**config.mk**
```make
export PLATFORM = sky130hd
export DESIGN_NAME = dmem_access_unit
export DESIGN_NICKNAME = d
export VERILOG_FILES = /design/src/rtl/dmem_access_unit.sv
export SDC_FILE = /design/constraint.sdc
export NUM_CORES = 1
export LEC_CHECK = 0
export ABC_AREA = 1
export CORE_UTILIZATION = 30
export DETAILED_ROUTE_END_ITERATION = 12
export SLEW_MARGIN = 20
export SYNTH_ARGS = -nofsm -noshare
export SYNTH_HDL_FRONTEND = slang
export SYNTH_SLANG_ARGS = --single-unit
```
**constraint.sdc**
```tcl
create_clock -name clk -period 2.3 [get_ports clk]
set_input_delay 0.46 -clock clk [delete_from_list [all_inputs] [get_ports clk]]
set_output_delay 0.46 -clock clk [all_outputs]
set_load 0.02 [all_outputs]
```
**src/rtl/dmem_access_unit.sv**
```systemverilog
// Load/store front-end between the memory stage and a word-wide simple-dual-port BRAM.
// Sub-word stores are done as read-modify-write because the BRAM has no byte enables.
module dmem_access_unit #(
  parameter int DATA_WIDTH = 32,
  parameter int ADDR_WIDTH = 10
) (
  input  logic                  clk,
  input  logic                  rst,
  input  logic                  req_valid,
  output logic                  req_ready,
  input  logic                  req_we,
  input  logic [2:0]            req_funct3,
  input  logic [ADDR_WIDTH+1:0] req_addr,
  input  logic [DATA_WIDTH-1:0] req_wdata,
  output logic                  resp_valid,
  output logic [DATA_WIDTH-1:0] resp_rdata,
  output logic                  resp_err,
  output logic                  ram_ena,
  output logic                  ram_wea,
  output logic [ADDR_WIDTH-1:0] ram_addra,
  output logic [DATA_WIDTH-1:0] ram_dia,
  output logic                  ram_enb,
  output logic [ADDR_WIDTH-1:0] ram_addrb,
  input  logic [DATA_WIDTH-1:0] ram_dob
);

  localparam logic [2:0] F3_B  = 3'b000;
  localparam logic [2:0] F3_H  = 3'b001;
  localparam logic [2:0] F3_W  = 3'b010;
  localparam logic [2:0] F3_BU = 3'b100;
  localparam logic [2:0] F3_HU = 3'b101;

  typedef enum logic [1:0] {IDLE, LOAD_WAIT, RMW_MERGE} state_t;

  state_t                  state, state_nx;
  logic                    accept;
  logic                    req_err;
  logic                    is_store_word;
  logic [ADDR_WIDTH-1:0]   word_addr;

  logic [ADDR_WIDTH-1:0]   lat_addr;
  logic [1:0]              lat_off;
  logic [2:0]              lat_f3;
  logic [15:0]             lat_wdata;

  logic [7:0]              sel_byte;
  logic [15:0]             sel_half;
  logic [DATA_WIDTH-1:0]   load_val;
  logic [DATA_WIDTH-1:0]   merged;

  assign word_addr     = req_addr[ADDR_WIDTH+1:2];
  assign is_store_word = req_we && (req_funct3 == F3_W);

  // Alignment and legality; unsigned variants exist only for loads.
  always_comb begin
    req_err = 1'b0;
    case (req_funct3)
      F3_B:    req_err = 1'b0;
      F3_H:    req_err = req_addr[0];
      F3_W:    req_err = |req_addr[1:0];
      F3_BU:   req_err = req_we;
      F3_HU:   req_err = req_we | req_addr[0];
      default: req_err = 1'b1;
    endcase
  end

  always_comb begin
    case (lat_off)
      2'd0: sel_byte = ram_dob[7:0];
      2'd1: sel_byte = ram_dob[15:8];
      2'd2: sel_byte = ram_dob[23:16];
      2'd3: sel_byte = ram_dob[31:24];
    endcase
    sel_half = lat_off[1] ? ram_dob[31:16] : ram_dob[15:0];
    case (lat_f3)
      F3_B:    load_val = {{24{sel_byte[7]}}, sel_byte};
      F3_BU:   load_val = {24'h0, sel_byte};
      F3_H:    load_val = {{16{sel_half[15]}}, sel_half};
      F3_HU:   load_val = {16'h0, sel_half};
      default: load_val = ram_dob;
    endcase
  end

  always_comb begin
    merged = ram_dob;
    if (lat_f3 == F3_B) begin
      case (lat_off)
        2'd0: merged[7:0]   = lat_wdata[7:0];
        2'd1: merged[15:8]  = lat_wdata[7:0];
        2'd2: merged[23:16] = lat_wdata[7:0];
        2'd3: merged[31:24] = lat_wdata[7:0];
      endcase
    end else if (lat_off[1]) begin
      merged[31:16] = lat_wdata;
    end else begin
      merged[15:0] = lat_wdata;
    end
  end

  always_comb begin
    state_nx  = state;
    ram_ena   = 1'b0;
    ram_wea   = 1'b0;
    ram_addra = '0;
    ram_dia   = '0;
    ram_enb   = 1'b0;
    ram_addrb = '0;
    req_ready = (state == IDLE) && !rst;
    accept    = req_valid && req_ready;
    case (state)
      IDLE: begin
        if (accept && !req_err) begin
          if (is_store_word) begin
            ram_ena   = 1'b1;
            ram_wea   = 1'b1;
            ram_addra = word_addr;
            ram_dia   = req_wdata;
          end else begin
            ram_enb   = 1'b1;
            ram_addrb = word_addr;
            state_nx  = req_we ? RMW_MERGE : LOAD_WAIT;
          end
        end
      end
      LOAD_WAIT: state_nx = IDLE;
      RMW_MERGE: begin
        ram_ena   = 1'b1;
        ram_wea   = 1'b1;
        ram_addra = lat_addr;
        ram_dia   = merged;
        state_nx  = IDLE;
      end
      default: state_nx = IDLE;
    endcase
    // Reset kills any in-flight write, including the RMW write-back.
    if (rst) begin
      state_nx = IDLE;
      ram_ena  = 1'b0;
      ram_wea  = 1'b0;
      ram_enb  = 1'b0;
      ram_addra = '0;
      ram_addrb = '0;
      ram_dia   = '0;
    end
  end

  always_ff @(posedge clk) begin
    if (rst) begin
      state      <= IDLE;
      resp_valid <= 1'b0;
      resp_rdata <= '0;
      resp_err   <= 1'b0;
    end else begin
      state      <= state_nx;
      resp_valid <= 1'b0;
      if (accept && (req_err || is_store_word)) begin
        resp_valid <= 1'b1;
        resp_err   <= req_err;
        resp_rdata <= '0;
      end
      if (state == LOAD_WAIT) begin
        resp_valid <= 1'b1;
        resp_err   <= 1'b0;
        resp_rdata <= load_val;
      end
      if (state == RMW_MERGE) begin
        resp_valid <= 1'b1;
        resp_err   <= 1'b0;
        resp_rdata <= '0;
      end
    end
  end

  always_ff @(posedge clk) begin
    if (accept) begin
      lat_addr  <= word_addr;
      lat_off   <= req_addr[1:0];
      lat_f3    <= req_funct3;
      lat_wdata <= req_wdata[15:0];
    end
  end

endmodule

```
==> impl_metrics.py, run 1 <==
metrics = {
    "floorplan": {
        "initial_core_util_pct": 31.3,
        "rows": 44,
        "dieWidth_um": 126,
        "die_h_um": 126,
        "core_area_sq_um": 14800,
        "io_pins": 173,
        "dieArea_sq_um": 15900,
    },
    "yosys": {
        "synthMuxAreaShare_pct": 0,
        "synth_seq_cells": 67,
        "synthAdderAreaFrac_pct": 0,
        "synth_simple_gate_area_share_pct": 30.5,
        "seq_area_frac_synth_pct": 35.8,
        "yosys.area.top_type_share_pct": 20.2,
        "synthCells": 719,
        "ys_types": 27,
        "synth_xor_xnor_area_share_pct": 0,
        "syn-cell-area_sq_um": 4610,
        "syn_avg_cell_area_sq_um": 6.41,
        "yosysWarnings": 0,
        "yosysTopAreaCell": "edfxtp_1",
        "synth_compound_area_share_pct": 24.0,
        "synth_top_family_by_area": "simple AND/OR/NAND/NOR gates",
        "synth_nets": 802,
        "synthTopCellsByArea": "edfxtp_1, a21oi_1, nand2_1",
    },
    "clock_tree": {
        "clock-sinks": 67,
        "cts_max_level": 3,
        "path_clk_slew_ns": 0.06,
        "clk_path_buf_depth": 2,
        "cts-root-buf": "clkbuf_16",
        "ctsHoldBuffers": 0,
        "cts_tree": "built",
        "clk_latency_ns": 0.34,
        "numCtsBuffers": 9,
    },
    "route": {
        "postRouteAntennaNets": 0,
        "wl_per_cell_um": 16.3,
        "drc": 0,
        "drt_iter0_markers": 478,
        "dr.pass1.iters": 5,
        "vias": 5720,
        "via_per_inst": 4.98,
        "wirelength_um": 18700,
    },
    "timing": {
        "worst_slack_ns": -0.0533,
        "rsz0062_at_grt": "true",
        "hold_viol_final": 0,
        "finalSetupViolCount": 6,
        "worst_pin_slew_ns": 0.534,
        "maxSlewHeadroom_pct": 64.2,
        "fin_crit_sh_pct": 102,
        "period_minus_slack_ns": 2.35,
        "finalClockSkew_ns": 0.00855,
        "drv_slew": 0,
        "fmaxAchievable_mhz": 425,
    },
    "setup_path": {
        "r2r_start": "lat_off[1]",
        "worstPathRequired_ns": 1.84,
        "crit_chain": "nor2_2 > nand2_4 > buf_12 > a21oi_1 > nand2_1 > a21oi_1 > buf_4",
        "endpoint": "ram_dia[14]",
        "cpPeakStageDelay_ns": 0.41,
        "crit_family": "flip-flops",
        "rr_endpoint": "resp_rdata[29]",
        "cp.buffers_inverters": 2,
        "rr_worst_depth": 10,
        "r2r_slack_ns": 0.50,
        "arrival_ns": 1.89,
        "crit_cells": 7,
        "start_kind": "flop",
        "crit_type": "flop to primary output",
        "crit_path_top_delay_cell": "edfxtp_1",
        "worstSetupEndpointType": "primary output",
        "crit_fanout": 19,
        "path_common_cell": "a21oi_1",
        "cp-startpoint": "lat_f3[1]",
    },
    "outcome": {
        "violations": "setup timing",
        "status": "finished with violations",
    },
    "cells_and_area": {
        "final_nets": 1043,
        "syn_to_final_growth_pct": 66.1,
        "design_area_sq_um": 7660,
        "final_common_cell": "nand2_1",
        "final_cells": 1148,
        "diodes": 0,
        "fin_util_pct": 51.9,
        "final_cell_mix": "nand2_1, a21oi_1, buf_4",
        "drive_above_1_share_pct": 23.3,
    },
    "place": {
        "placed_area_sq_um": 7080,
        "numPortBuffers": 172,
        "dp_hpwl_um": 13300,
        "dp_cells": 1115,
        "gp_congestion": 0.884,
    },
    "run": {
        "cap_violations": 0,
    },
    "grt": {
        "grt_pass1_vias": 5349,
        "met2_usage_pct": 36.2,
        "grt_max_degree": 45,
        "grt_first_pass_wirelength_um": 29100,
        "use_met3_pct": 5.10,
        "track_usage_pct": 23.5,
        "busiest_layer": "met2",
        "use_met1_pct": 32.7,
        "grt.overflow.total": 0,
        "antenna_found_initial": 0,
    },
    "power_and_ir_drop": {
        "powerDensity_nw_per_um2": 437,
        "power_mw": 3.35,
        "leakage_nw": 3.19,
        "ir_worst_vdd_v": 0.000319,
    },
    "min_path": {
        "worstHoldPathType": "input pin to flop",
    },
}
-- worst min path at each step --
stage,depth (start not counted),start,endpoint
after global placement,2,resp_err,resp_err
final,1,req_funct3[0],lat_f3[0]
after floorplan,1,req_we,state[0]
after CTS,1,req_funct3[0],lat_f3[0]
after global routing,1,req_funct3[0],lat_f3[0]
after detailed placement,2,resp_rdata[10],resp_rdata[10]
-- stage by stage --
step                hold WS (ns)  worst slack, ns  setup TNS (ns)
finish                     0.328          -0.0533          -0.146
global route               0.324           -0.167           -2.08
CTS                        0.315           -0.117          -0.444
detailed placement         0.471           -0.707          -34.51
global placement           0.465           -0.695          -33.91
floorplan                  0.543            0.103               0
-- state kept, by name, summed over array words and instances, names as in the netlist --
register,flops
lat_addr,10
lat_f3,3
lat_off,2
lat_wdata,16
resp_err,1
resp_rdata,32
resp_valid,1
state,2
-- final cells by class --
class / instances / area [sq um]
clock buffer: 13 / 260
timing repair buffer: 281 / 2640
sequential: 67 / 1660
timing repair inverter: 1 / 7.51
multi-input combinational: 551 / 2660
clock inverter: 2 / 11.3
inverter: 49 / 204
fill: 1498 / 7090
tap: 184 / 230
-- routing by layer --
metal / vias to the layer above / share of wire, %
met3: 22 / 6.9
met2: 245 / 45
li1: 2893 / -
met4: 0 / 1.7
met5: - / 0
met1: 2560 / 46
-- Yosys cell counts --
library cell	instances
nand2_1	195
a21oi_1	148
nand3_1	65
nor2_1	60
o21ai_0	54
inv_1	45
dfxtp_1	36
edfxtp_1	31
buf_2	20
clkbuf_1	19
o211ai_1	8
buf_4	7
buf_1	4
nand4_1	4
nor2_2	4
o21ai_1	4
inv_2	3
buf_6	2
nand3_2	2
a21boi_0	1
inv_4	1
nand2_2	1
nand2_4	1
nand3_4	1
nand3b_1	1
nor2_4	1
o21bai_1	1
-- cell families (layout without fill, tap and decap cells) --
group | Yosys count | after routing
buf+inv | 101 | 346
simple gates | 335 | 335
compound gates | 216 | 216
flops | 67 | 67
-- power breakdown --
group	switching [mW]	total [mW]	internal, mW
registers	0.0170	1.30	1.29
clock network	0.507	1.29	0.781
logic	0.404	0.759	0.355
total	0.927	3.35	2.42
-- repair_timing --
item,4_1_cts,5_1_grt
gates cloned,3,3
endpoints found under the setup margin,55,53
pin swaps,8,10
buffers inserted,11,3
gates resized for setup,262,99
hold endpoints to repair,0,0
Note: power is estimated with default switching activity, not from simulation.
==> inputs of run 2 (changes only) <==
CAP_MARGIN = 20   (was unset)
CORE_ASPECT_RATIO = 0.8   (was unset)
clock period = 3.05 ns   (was 2.3 ns; I/O delays follow)
==> impl_metrics.py, run 2 (synthesis results as in run 1) <==
metrics = {
    "outcome": {
        "status": "completed",
    },
    "timing": {
        "finalClockSkew_ns": 0.00805,
        "worst_pin_slew_ns": 0.712,
        "worst_slack_ns": 0.152,
        "setup_tns_ns": 0,
        "rsz0062_at_grt": "true",
        "maxSlewHeadroom_pct": 52.5,
        "finalSetupViolCount": 0,
        "fin_crit_sh_pct": 95.0,
        "hold_viol_final": 0,
        "period_minus_slack_ns": 2.90,
        "fmaxAchievable_mhz": 345,
        "drv_slew": 0,
    },
    "clock_tree": {
        "clock-sinks": 67,
        "clk_latency_ns": 0.34,
        "clk_path_buf_depth": 2,
        "cts_max_level": 3,
        "numCtsBuffers": 9,
        "path_clk_slew_ns": 0.06,
        "cts_tree": "built",
        "ctsHoldBuffers": 0,
        "cts-root-buf": "clkbuf_16",
    },
    "cells_and_area": {
        "syn_to_final_growth_pct": 45.9,
        "largest_reg_flops": 32,
        "final_nets": 975,
        "reg_top3": "resp_rdata (32), lat_wdata (16), lat_addr (10)",
        "design_area_sq_um": 6730,
        "final_cell_mix": "nand2_1, a21oi_1, clkdlybuf4s50_1",
        "drive_above_1_share_pct": 12.7,
        "diodes": 0,
        "final_common_cell": "nand2_1",
        "largest-register": "resp_rdata",
        "fin_util_pct": 44.8,
    },
    "setup_path": {
        "crit_family": "buffers and inverters",
        "crit_type": "input pin to primary output",
        "crit_fanout": 11,
        "crit_chain": "clkdlybuf4s50_1 > buf_4 > nand2_1 > nand3b_1 > buf_4 > a21oi_1 > inv_2 > nor2_1 > dlygate4sd2_1",
        "arrival_ns": 2.29,
        "crit_path_top_delay_cell": "clkdlybuf4s50_1",
        "worstSetupEndpointType": "primary output",
        "worstPathRequired_ns": 2.44,
        "cp.buffers_inverters": 5,
        "path_common_cell": "buf_4",
        "cpPeakStageDelay_ns": 0.43,
        "start_kind": "input pin",
    },
    "floorplan": {
        "initial_core_util_pct": 30.7,
        "core_area_sq_um": 15000,
        "die_h_um": 113,
        "io_pins": 173,
        "dieArea_sq_um": 15900,
        "rows": 40,
        "dieWidth_um": 141,
    },
    "route": {
        "wl_met1_um": 8150,
        "drc": 0,
        "top_layer_used": "met4",
        "wl_met3_um": 1660,
        "drt_iter0_markers": 362,
        "vias": 5422,
        "postRouteAntennaNets": 0,
        "met2_length_um": 7650,
        "dr.pass1.iters": 5,
        "via_per_inst": 4.99,
        "wirelength_um": 17800,
        "wl_per_cell_um": 16.4,
    },
    "place": {
        "place_ws_ns": -0.232,
        "dp_hpwl_um": 13000,
        "placed_area_sq_um": 6660,
        "gp_congestion": 0.907,
        "numPortBuffers": 172,
    },
    "power_and_ir_drop": {
        "leakage_nw": 2.78,
        "powerDensity_nw_per_um2": 371,
        "ir_worst_vdd_v": 0.000258,
    },
    "grt": {
        "grt_first_pass_wirelength_um": 27400,
        "grt_pass1_vias": 4982,
        "antenna_found_initial": 1,
        "track_usage_pct": 22.4,
        "grt.overflow.total": 0,
        "grt_max_degree": 58,
    },
    "run": {
        "cap_violations": 0,
    },
    "min_path": {
        "worstHoldPathType": "flop to flop",
    },
}
[run 2: cell types whose count changed in the layout (fill, tap and decap cells not counted), sizes merged, moves of 3 or more]
| cell | delta |
|---|---|
| clkdlybuf4s15 | -7 |
| clkbuf | +25 |
| inv | +3 |
| clkdlybuf4s50 | +8 |
| buf | -108 |
| dlygate4sd2 | +12 |
[run 2: report_power, final]
group / switching (mW) / internal, mW
registers: 0.0131 / 0.971
clock network: 0.432 / 0.598
logic: 0.275 / 0.204
[run 2: path summary, 6_finish.rpt]
| check | from | end | slack (ns) | cells after the start |
|---|---|---|---|---|
| setup reg to reg | lat_f3[1] | resp_rdata[2] | 1.12 | 7 |
| hold / removal | resp_rdata[19] | resp_rdata[19] | 0.48 | 2 |
| hold reg to reg | resp_rdata[19] | resp_rdata[19] | 0.48 | 2 |
| setup / recovery | req_funct3[2] | ram_addrb[7] | 0.15 | 9 |
[run 2: worst register-to-register path: stages (launching register included)]
cell      delay [ns]
edfxtp_1        0.41
buf_4           0.24
inv_1           0.28
nand2_1         0.15
nor2_1          0.39
nand2_1         0.16
nand4_1         0.12
a21oi_1         0.07
[run 2: layout make-up]
| type | count | area (sq um) |
|---|---|---|
| Clock buffer | 10 | 250 |
| Clock inverter | 6 | 36.3 |
| Fill cell | 1580 | 8290 |
| Inverter | 49 | 186 |
| Multi-Input combinational cell | 551 | 2510 |
| Sequential cell | 67 | 1650 |
| Tap cell | 189 | 236 |
| Timing Repair Buffer | 214 | 1850 |
[run 2: routing by layer]
layer  track usage (%)  up-vias
met5                 0        -
met3              6.56       21
met2              34.6      222
met4              6.67        0
met1              30.3     2423
li1                  -     2756
[run 2: per-stage QoR]
| step | cells | hold slack [ns] | total power, mW |
|---|---|---|---|
| 2_1_floorplan | 719 | 0.545 | 1.23 |
| 6_report | 1086 | 0.479 | 2.49 |
| 5_1_grt | 1086 | 0.501 | 2.60 |
| 3_3_place_gp | 1070 | 0.470 | 1.49 |
| 3_5_place_dp | 1070 | 0.475 | 1.49 |
| 4_1_cts | 1086 | 0.483 | 2.52 |
[run 2: what timing repair did]
action	in CTS	in global routing
resized for setup	56	85
buffers inserted	0	0
endpoints found under the setup margin	55	41
==> inputs of run 3 (changes only) <==
GPL_ROUTABILITY_DRIVEN = 0   (was unset)
==> impl_metrics.py, run 3 (synthesis results as in run 1) <==
metrics = {
    "cells_and_area": {
        "reg_top3": "resp_rdata (32), lat_wdata (16), lat_addr (10)",
        "final_cell_mix": "nand2_1, a21oi_1, clkdlybuf4s50_1",
        "largest_reg_flops": 32,
        "final_cells": 1086,
        "final_nets": 975,
        "syn_to_final_growth_pct": 46.9,
        "nFillCells": 1588,
        "largest-register": "resp_rdata",
        "drive_above_1_share_pct": 12.2,
        "final_common_cell": "nand2_1",
        "diodes": 0,
    },
    "power_and_ir_drop": {
        "p_seq_share_pct": 39.0,
        "leakage_nw": 2.80,
        "ir_worst_vdd_v": 0.000270,
        "p_sw_uw": 688,
        "p_int_mw": 1.84,
        "pwr-share-comb_pct": 18.9,
        "swShare_pct": 27.2,
        "p_clk_share_pct": 42.1,
        "powerDensity_nw_per_um2": 373,
    },
    "floorplan": {
        "dieArea_sq_um": 15900,
        "die_h_um": 113,
        "dieWidth_um": 141,
        "io_pins": 173,
        "initial_core_util_pct": 30.7,
        "rows": 40,
        "core_area_sq_um": 15000,
    },
    "setup_path": {
        "r2r_slack_ns": 0.97,
        "arrival_ns": 2.30,
        "cp-startpoint": "req_funct3[2]",
        "rr_worst_depth": 7,
        "worstSetupEndpointType": "primary output",
        "start_kind": "input pin",
        "crit_fanout": 7,
        "crit_type": "input pin to primary output",
        "r2r_start": "lat_f3[1]",
        "endpoint": "ram_addra[2]",
        "worstPathRequired_ns": 2.44,
        "rr_endpoint": "resp_rdata[2]",
    },
    "timing": {
        "maxSlewHeadroom_pct": 53.2,
        "worst_slack_ns": 0.142,
        "fin_crit_sh_pct": 95.3,
        "finalClockSkew_ns": 0.00709,
        "finalSetupViolCount": 0,
        "period_minus_slack_ns": 2.91,
        "drv_slew": 0,
        "fmaxAchievable_mhz": 344,
        "worst_pin_slew_ns": 0.701,
        "rsz0062_at_grt": "false",
        "hold_viol_final": 0,
    },
    "route": {
        "vias": 5440,
        "via_per_inst": 5.01,
        "drt_iter0_markers": 318,
        "drc": 0,
        "postRouteAntennaNets": 0,
        "dr.pass1.iters": 5,
        "wirelength_um": 17800,
        "wl_per_cell_um": 16.4,
    },
    "clock_tree": {
        "path_clk_slew_ns": 0.05,
        "clk_latency_ns": 0.34,
        "clock-sinks": 67,
        "ctsHoldBuffers": 0,
        "cts_setup_buffers": 0,
        "cts_tree": "built",
        "clk_path_buf_depth": 2,
        "cts-root-buf": "clkbuf_16",
        "cts_max_level": 3,
        "numCtsBuffers": 9,
    },
    "place": {
        "dp_cells": 1070,
        "place_ws_ns": -0.267,
        "numPortBuffers": 172,
        "dp_hpwl_um": 13200,
    },
    "grt": {
        "grt_first_pass_wirelength_um": 27500,
        "track_usage_pct": 22.6,
        "antenna_found_initial": 0,
        "grt_max_degree": 58,
        "grt_pass1_vias": 4982,
        "grt.overflow.total": 0,
    },
    "run": {
        "cap_violations": 0,
    },
    "outcome": {
        "status": "completed",
    },
    "min_path": {
        "worstHoldPathType": "flop to flop",
        "min_from": "resp_rdata[3]",
    },
}
run 3: cell count changes in the layout (fill, tap and decap cells not counted), sizes merged:
cell / delta
clkdlybuf4s15: +4
clkinv: -4
buf: -2
clkbuf: +1
dlymetal6s2s: +1
run 3: repair_timing:
action | 4_1_cts | 5_1_grt
setup endpoints to repair | 54 | 41
endpoints found under the hold margin | 0 | 0
gates resized for setup | 56 | 77
run 3: metrics by stage:
stage	TNS [ns]	hold WS (ns)	utilization, %	total power, mW	area (sq um)
floorplan	0	0.545	-	1.23	4610
global placement	-8.81	0.470	44.3	1.49	6660
detailed placement	-10.53	0.475	44.3	1.49	6660
CTS	0	0.483	46.0	2.55	6900
global route	0	0.495	45.1	2.64	6780
finish	0	0.480	45.1	2.53	6780
run 3: power groups by stage:
stage	Clock [mW]	Combinational [mW]	Sequential, mW
3_3_place_gp	0	0.484	1.01
2_1_floorplan	0	0.223	1.01
6_report	1.07	0.477	0.987
5_1_grt	1.13	0.523	0.989
4_1_cts	1.09	0.478	0.987
3_5_place_dp	0	0.484	1.01
run 3: worst min path at each step:
| stage | slack (ns) | depth (start not counted) | endpoint |
|---|---|---|---|
| floorplan | 0.54 | 2 | resp_err |
| global placement | 0.47 | 2 | resp_err |
| detailed placement | 0.48 | 2 | resp_rdata[6] |
| CTS | 0.48 | 2 | resp_rdata[6] |
| global route | 0.50 | 2 | resp_rdata[22] |
| finish | 0.48 | 2 | resp_rdata[3] |
run 3: metal layers:
layer	track usage [%]	wire [um]	up-vias
met2	34.3	7570	223
met3	6.09	1520	23
met5	0	0	-
met4	7.39	343	0
met1	30.9	8370	2433
li1	-	-	2761
run 3: cell type report:
cell class / count / area (sq um) / share of cell area (%)
Sequential cell: 67 / 1650 / 24.4
Clock buffer: 14 / 295 / 4.36
Clock inverter: 2 / 12.5 / 0.185
Tap cell: 189 / 236 / 3.49
Timing Repair Buffer: 214 / 1880 / 27.7
Inverter: 49 / 186 / 2.75
Multi-Input combinational cell: 551 / 2510 / 37.1
run 3: worst max-delay path: stages:
cell and delay (ns):
clkdlybuf4s50_1 0.41, nor2_1 0.15, nand3_1 0.12, nor2_2 0.13, nand2_1 0.08, inv_2 0.13, buf_12 0.13, nand2_1 0.05
a21oi_1 0.11, dlygate4sd2_1 0.37
